--- src/rtl/fetch_unit.sv ---
// fetch_unit: front-end fetch stage feeding instruction_queue.
// Owns the fetch PC, issues sequential word reads to a fixed-latency
// pipelined instruction BRAM, tracks requests in flight, and buffers the
// returned words with their PCs in a show-ahead FIFO behind a valid/ready
// handshake. A redirect flushes everything in flight and restarts fetch.
// Optional build macro: FETCH_HALT_EN -- stop fetching once an ECALL or
// EBREAK word lands in the FIFO, until the next redirect or reset.
module fetch_unit #(
  parameter logic [31:0] RESET_PC    = 32'h0000_0000,
  parameter int          MEM_LATENCY = 2,
  parameter int          BUF_DEPTH   = 4
) (
  input  logic        clk_in,
  input  logic        rst_in,
  input  logic        redirect_valid_in,
  input  logic [31:0] redirect_pc_in,
  input  logic        ready_in,
  input  logic [31:0] imem_data_in,
  output logic        imem_en_out,
  output logic [31:0] imem_addr_out,
  output logic        valid_out,
  output logic [31:0] instruction_out,
  output logic [31:0] pc_out
);

  localparam int PTR_W = (BUF_DEPTH > 1) ? $clog2(BUF_DEPTH) : 1;
  localparam int CNT_W = $clog2(BUF_DEPTH + 1);
  localparam int OCC_W = $clog2(BUF_DEPTH + MEM_LATENCY + 1);
  localparam logic [PTR_W-1:0] PTR_LAST = PTR_W'(BUF_DEPTH - 1);

  typedef enum logic [1:0] {
    ST_START  = 2'd0,
    ST_FETCH  = 2'd1,
    ST_HALTED = 2'd2
  } state_e;

  state_e state_q, state_d;

  logic [31:0] fetch_pc_q, fetch_pc_d;

  // In-flight shadow of the BRAM pipeline: stage i holds the request that
  // was sampled i+1 edges ago.
  logic        infl_vld_q [MEM_LATENCY];
  logic [31:0] infl_pc_q  [MEM_LATENCY];

  // Return FIFO storage and bookkeeping.
  logic [31:0]      fifo_instr_q [BUF_DEPTH];
  logic [31:0]      fifo_pc_q    [BUF_DEPTH];
  logic [PTR_W-1:0] wr_ptr_q, wr_ptr_d;
  logic [PTR_W-1:0] rd_ptr_q, rd_ptr_d;
  logic [CNT_W-1:0] count_q, count_d;

  logic             push;
  logic             pop;
  logic             halt_push;
  logic [OCC_W-1:0] inflight_count;
  logic [OCC_W-1:0] occupancy;

  function automatic logic [PTR_W-1:0] ptr_inc(input logic [PTR_W-1:0] p);
    return (p == PTR_LAST) ? '0 : p + PTR_W'(1);
  endfunction

  // The oldest in-flight stage lines up with the cycle its data is on the bus.
  assign push = infl_vld_q[MEM_LATENCY-1];
  assign pop  = valid_out && ready_in;

`ifdef FETCH_HALT_EN
  // A system-call/breakpoint word landing in the FIFO stops further fetch;
  // the request in that same cycle is suppressed too.
  assign halt_push = push &&
                     ((imem_data_in == 32'h0000_0073) ||
                      (imem_data_in == 32'h0010_0073));
`else
  assign halt_push = 1'b0;
`endif

  // Count requests still travelling through the BRAM pipeline.
  always_comb begin
    inflight_count = '0;
    for (int i = 0; i < MEM_LATENCY; i++) begin
      inflight_count = inflight_count + OCC_W'(infl_vld_q[i]);
    end
    occupancy = OCC_W'(count_q) + inflight_count;
  end

  // FSM state register.
  always_ff @(posedge clk_in) begin
    if (!rst_in) begin
      state_q <= ST_START;
    end else begin
      state_q <= state_d;
    end
  end

  // FSM next-state logic; a redirect always lands in FETCH.
  always_comb begin
    state_d = state_q;
    case (state_q)
      ST_START:  state_d = ST_FETCH;
      ST_FETCH: begin
`ifdef FETCH_HALT_EN
        if (halt_push) begin
          state_d = ST_HALTED;
        end
`endif
      end
      ST_HALTED: state_d = ST_HALTED;
      default:   state_d = ST_START;
    endcase
    if (redirect_valid_in) begin
      state_d = ST_FETCH;
    end
  end

  // FSM output: issue a read only while fetching and while the words already
  // owed (buffered plus in flight) leave room in the FIFO. Pops in the same
  // cycle are deliberately not credited.
  always_comb begin
    imem_en_out = 1'b0;
    if (rst_in && (state_q == ST_FETCH) && !redirect_valid_in && !halt_push &&
        (occupancy < OCC_W'(BUF_DEPTH))) begin
      imem_en_out = 1'b1;
    end
  end

  assign imem_addr_out = fetch_pc_q;

  // Next fetch PC: redirect target (word aligned) or sequential advance.
  always_comb begin
    fetch_pc_d = fetch_pc_q;
    if (redirect_valid_in) begin
      fetch_pc_d = redirect_pc_in & 32'hFFFF_FFFC;
    end else if (imem_en_out) begin
      fetch_pc_d = fetch_pc_q + 32'd4;
    end
  end

  // Fetch PC register.
  always_ff @(posedge clk_in) begin
    if (!rst_in) begin
      fetch_pc_q <= RESET_PC;
    end else begin
      fetch_pc_q <= fetch_pc_d;
    end
  end

  // In-flight valid bits; a flush drops every outstanding response.
  always_ff @(posedge clk_in) begin
    if (!rst_in || redirect_valid_in) begin
      for (int i = 0; i < MEM_LATENCY; i++) begin
        infl_vld_q[i] <= 1'b0;
      end
    end else begin
      infl_vld_q[0] <= imem_en_out;
      for (int i = 1; i < MEM_LATENCY; i++) begin
        infl_vld_q[i] <= infl_vld_q[i-1];
      end
    end
  end

  // In-flight PCs travel alongside their valid bits; no reset needed.
  always_ff @(posedge clk_in) begin
    infl_pc_q[0] <= fetch_pc_q;
    for (int i = 1; i < MEM_LATENCY; i++) begin
      infl_pc_q[i] <= infl_pc_q[i-1];
    end
  end

  // FIFO pointer and count next-state.
  always_comb begin
    wr_ptr_d = push ? ptr_inc(wr_ptr_q) : wr_ptr_q;
    rd_ptr_d = pop  ? ptr_inc(rd_ptr_q) : rd_ptr_q;
    count_d  = count_q + CNT_W'(push) - CNT_W'(pop);
  end

  // FIFO bookkeeping registers; a redirect empties the buffer.
  always_ff @(posedge clk_in) begin
    if (!rst_in || redirect_valid_in) begin
      wr_ptr_q <= '0;
      rd_ptr_q <= '0;
      count_q  <= '0;
    end else begin
      wr_ptr_q <= wr_ptr_d;
      rd_ptr_q <= rd_ptr_d;
      count_q  <= count_d;
    end
  end

  // FIFO storage write; contents are qualified by count, so no reset.
  always_ff @(posedge clk_in) begin
    if (push) begin
      fifo_instr_q[wr_ptr_q] <= imem_data_in;
      fifo_pc_q[wr_ptr_q]    <= infl_pc_q[MEM_LATENCY-1];
    end
  end

  // Show-ahead head; outputs read as zero while the buffer is empty.
  assign valid_out       = (count_q != '0);
  assign instruction_out = valid_out ? fifo_instr_q[rd_ptr_q] : 32'h0;
  assign pc_out          = valid_out ? fifo_pc_q[rd_ptr_q]    : 32'h0;

endmodule

--- config.mk ---
export PLATFORM = sky130hd
export DESIGN_NAME = fetch_unit
export DESIGN_NICKNAME = d
export VERILOG_FILES = /design/src/rtl/fetch_unit.sv
export SDC_FILE = /design/constraint.sdc
export NUM_CORES = 1
export LEC_CHECK = 0
export CAP_MARGIN = 30
export CORE_MARGIN = 10
export CORE_UTILIZATION = 50
export CTS_CLUSTER_DIAMETER = 150
export DETAILED_ROUTE_END_ITERATION = 12
export PLACE_DENSITY = 0.78
export SYNTH_ARGS = -nofsm -noshare
export SYNTH_HDL_FRONTEND = slang
export SYNTH_SLANG_ARGS = --single-unit
--- constraint.sdc ---
create_clock -name clk_in -period 2.9 [get_ports clk_in]
set_clock_uncertainty 0.05 [all_clocks]
set_input_delay 0.87 -clock clk_in [delete_from_list [all_inputs] [get_ports clk_in]]
set_output_delay 0.87 -clock clk_in [all_outputs]
set_load 0.005 [all_outputs]
==> impl_metrics.env <==
export IMPL_cts_hold_buffers=0
export IMPL_tightest_slew_ns=0.6267
export IMPL_timing_rr_start="count_q[0]$_SDFF_PP0_"
export IMPL_synthesis_instances=753
export IMPL_hold_viol=0
export IMPL_gp_congestion=0.8336
export IMPL_synth_seq_cells=351
export IMPL_end_kind="output pin"
export IMPL_clk_latency_ns=0.51
export IMPL_grt_overflow=0
export IMPL_start_util=0.5115
export IMPL_dpl_hpwl_mm=17.14
export IMPL_violations="setup timing"
export IMPL_leakage_uw=0.005838
export IMPL_numClockSinks=351
export IMPL_synth_cell_types=57
export IMPL_grt_first_pass_wirelength_mm=45.51
export IMPL_layout_filler_cells=1693
export IMPL_rsz0062_at_grt="true"
export IMPL_synth_top_area_frac=0.5749
export IMPL_r2r_setup_slack_ns=0.52
export IMPL_min_period_ns=3.031
export IMPL_synth_edf_count=248
export IMPL_synthFlopType="edfxtp_1"
export IMPL_worstRegToRegCells=8
export IMPL_fin_tns_setup_ns=-1.772
export IMPL_status="finished with violations"
export IMPL_worst_setup_path_type="flop to output pin"
export IMPL_clkTransAtPathRegs_ns=0.07
export IMPL_drtAntennaViolNets=0
export IMPL_cts_buffer_depth=3
export IMPL_maxCapViolCount=0
export IMPL_fin_crit_sh=1.045
export IMPL_crit_required_ns=1.98
export IMPL_finalSetupViolCount=38
export IMPL_synth_compound_area_frac=0.04308
export IMPL_die_w_um=181.0
export IMPL_die_area_um2=32740
export IMPL_syn_to_final_growth_pct=30.51
export IMPL_seq_area_frac_synth=0.7341
export IMPL_antennaDiodeCount=0
export IMPL_grt_max_degree=37
export IMPL_synthSimpleGateAreaFrac=0.08123
export IMPL_multiInputGateArea_um2=3351
export IMPL_yosysWarnings=0
export IMPL_die_y_um=181.0
export IMPL_antenna_found_initial=0
export IMPL_placed_cell_area_um2=15120
export IMPL_worstPathArrival_ns=2.11
export IMPL_first_pass_iters=5
export IMPL_port_buffers=159
export IMPL_final_cell_mix="248 x edfxtp_1, 101 x dfxtp_1, 96 x clkdlybuf4s50_1"
export IMPL_drive_gt1_frac=0.3058
export IMPL_grt_usage=0.1738
export IMPL_final_cell_area_um2=16910
export IMPL_num_io_pins=166
export IMPL_drc_errors=0
export IMPL_layout_setup_ws_ns=-0.1306
export IMPL_ctsHtreeMaxLevel=2
export IMPL_place_ws_ns=-0.3227
export IMPL_fin_nets=1043
export IMPL_grt_pass1_vias=7858
export IMPL_drtIter0Drc=673
export IMPL_p_per_area_nw_per_um2=629.1
export IMPL_dr_total_vias=7444
export IMPL_hold_end="infl_pc_q[0][59]$_DFF_P_"
export IMPL_synth_top_cells_by_area="edfxtp_1 57%, dfxtp_1 16%, mux4_2 11%, and2_1 3.3%, a21oi_1 1.3%"
export IMPL_min_path_cells=0
export IMPL_start_kind="flop"
export IMPL_synth_xor_area_frac=0.004057
export IMPL_num_rows=58
export IMPL_async_flop_share=0
export IMPL_min_from="infl_pc_q[0][27]$_DFF_P_"
export IMPL_cts_tree="yes"
export IMPL_hold_ws_ns=0.2704
export IMPL_ir_drop_v=0.0004296
export IMPL_synth_avg_cell_area_um2=17.20
export IMPL_muxShareOfSynthArea=0.1094
export IMPL_hp_class="flop to flop"
export IMPL_r2r_end="imem_addr_out[10]$_SDFFE_PN0P_"
export IMPL_max_freq_ghz=0.3300
export IMPL_yosys_area_top_type="edfxtp_1"
export IMPL_regArea_um2=9517
export IMPL_slew_headroom=0.5817
export IMPL_coreArea_um2=25330
export IMPL_post_drt_wl_per_cell_um=21.72
export IMPL_syn_cell_area_um2=12950
export IMPL_final_common_cell="edfxtp_1"
export IMPL_wl_mm=28.76
export IMPL_cts_buffers=36
export IMPL_synth_top_family_by_area="multiplexers"
export IMPL_clock_tree_root_cell="clkbuf_16"
export IMPL_cp_max_fo=5
export IMPL_viasPerCell=5.622
export IMPL_drv_slew=0
export IMPL_synthAdderAreaFrac=0.009273
[synth_stat cells (4+ instances only)]
| cell | count |
|---|---|
| edfxtp_1 | 248 |
| dfxtp_1 | 103 |
| and2_1 | 69 |
| mux4_2 | 62 |
| a21oi_1 | 33 |
| nand2_1 | 30 |
| clkbuf_1 | 25 |
| nand3_1 | 16 |
| nor2_1 | 15 |
| o21ai_0 | 14 |
| and3_1 | 10 |
| a31oi_1 | 9 |
| buf_2 | 9 |
| inv_1 | 9 |
| nand4_1 | 9 |
| ha_1 | 8 |
| nor3_1 | 8 |
| nor4_1 | 6 |
| or3_1 | 6 |
| buf_4 | 5 |
| o31ai_1 | 5 |
| xnor2_1 | 5 |
| o211ai_1 | 4 |
| o21a_1 | 4 |
[stage by stage]
step	power, uW	utilization	instances
2_1_floorplan	5740	-	756
3_3_place_gp	5991	0.5969	1229
3_5_place_dp	6003	0.5969	1229
4_1_cts	10710	0.6645	1323
5_1_grt	10980	0.6675	1324
6_report	10640	0.6675	1324
[layout make-up]
class / count / area share
sequential: 351 / 0.5629
clock inverter: 19 / 0.01465
tap: 330 / 0.02442
multi-input combinational: 353 / 0.1982
timing repair buffer: 214 / 0.1394
inverter: 10 / 0.002220
clock buffer: 47 / 0.05817
[registers in the layout (all words and copies together), names as in the netlist, named ones only]
register	flops
fifo_instr_q	128
fifo_pc_q	120
infl_pc_q	60
imem_addr_out	30
count_q	3
infl_vld_q	2
rd_ptr_q	2
state_q	2
wr_ptr_q	2
[how the worst max path moves through the flow]
stage | slack [ns] | startpoint | end
after detailed placement | -0.32 | redirect_valid_in | imem_en_out
after global placement | -0.32 | redirect_valid_in | imem_en_out
after CTS | -0.16 | flop | instruction_out[16]
after floorplan | 0.33 | redirect_valid_in | imem_en_out
after global routing | -0.20 | flop | instruction_out[16]
final | -0.13 | flop | instruction_out[16]
[cells by family (layout without fill, tap and decap cells)]
logic type / after synthesis / in the layout
adders and majority gates: 9 / 9
DFF: 351 / 351
and+or+nand+nor: 183 / 183
AOI/OAI and AO/OA: 87 / 87
xor gates and xnor gates: 6 / 6
buffers and inverters: 52 / 290
other: 1 / 4
muxes: 64 / 64
[critical path, cell delays in order, from the launching register on]
cell,delay [ns]
dfxtp_4,0.39
buf_12,0.14
buf_12,0.12
buf_16,0.12
buf_6,0.09
mux4_2,0.47
and2_4,0.15
buf_6,0.11
[timing repair]
item,4_1_cts,5_1_grt
gates cloned,9,0
buffers inserted,22,4
endpoints found under the hold margin,0,0
setup endpoints to repair,64,62
pin swaps,53,7
gates resized for setup,332,29
[layer usage]
metal	wire [um]	GRT usage	up-vias	share of wire
met4	389	0.03938	0	0.014
met3	2528	0.04815	38	0.088
met2	13920	0.2814	326	0.48
met1	11920	0.2297	3719	0.41
li1	-	-	3361	-
met5	0	0	-	0
[report_power, final]
group / switching, uW / leakage, uW / internal, uW / total [uW]
combinational: 165 / 0.00219 / 233 / 398
clock: 1840 / 0.000584 / 2860 / 4700
sequential: 86.4 / 0.00307 / 5450 / 5530
total: 2090 / 0.00584 / 8540 / 10600
(Power assumes the default switching activity.)
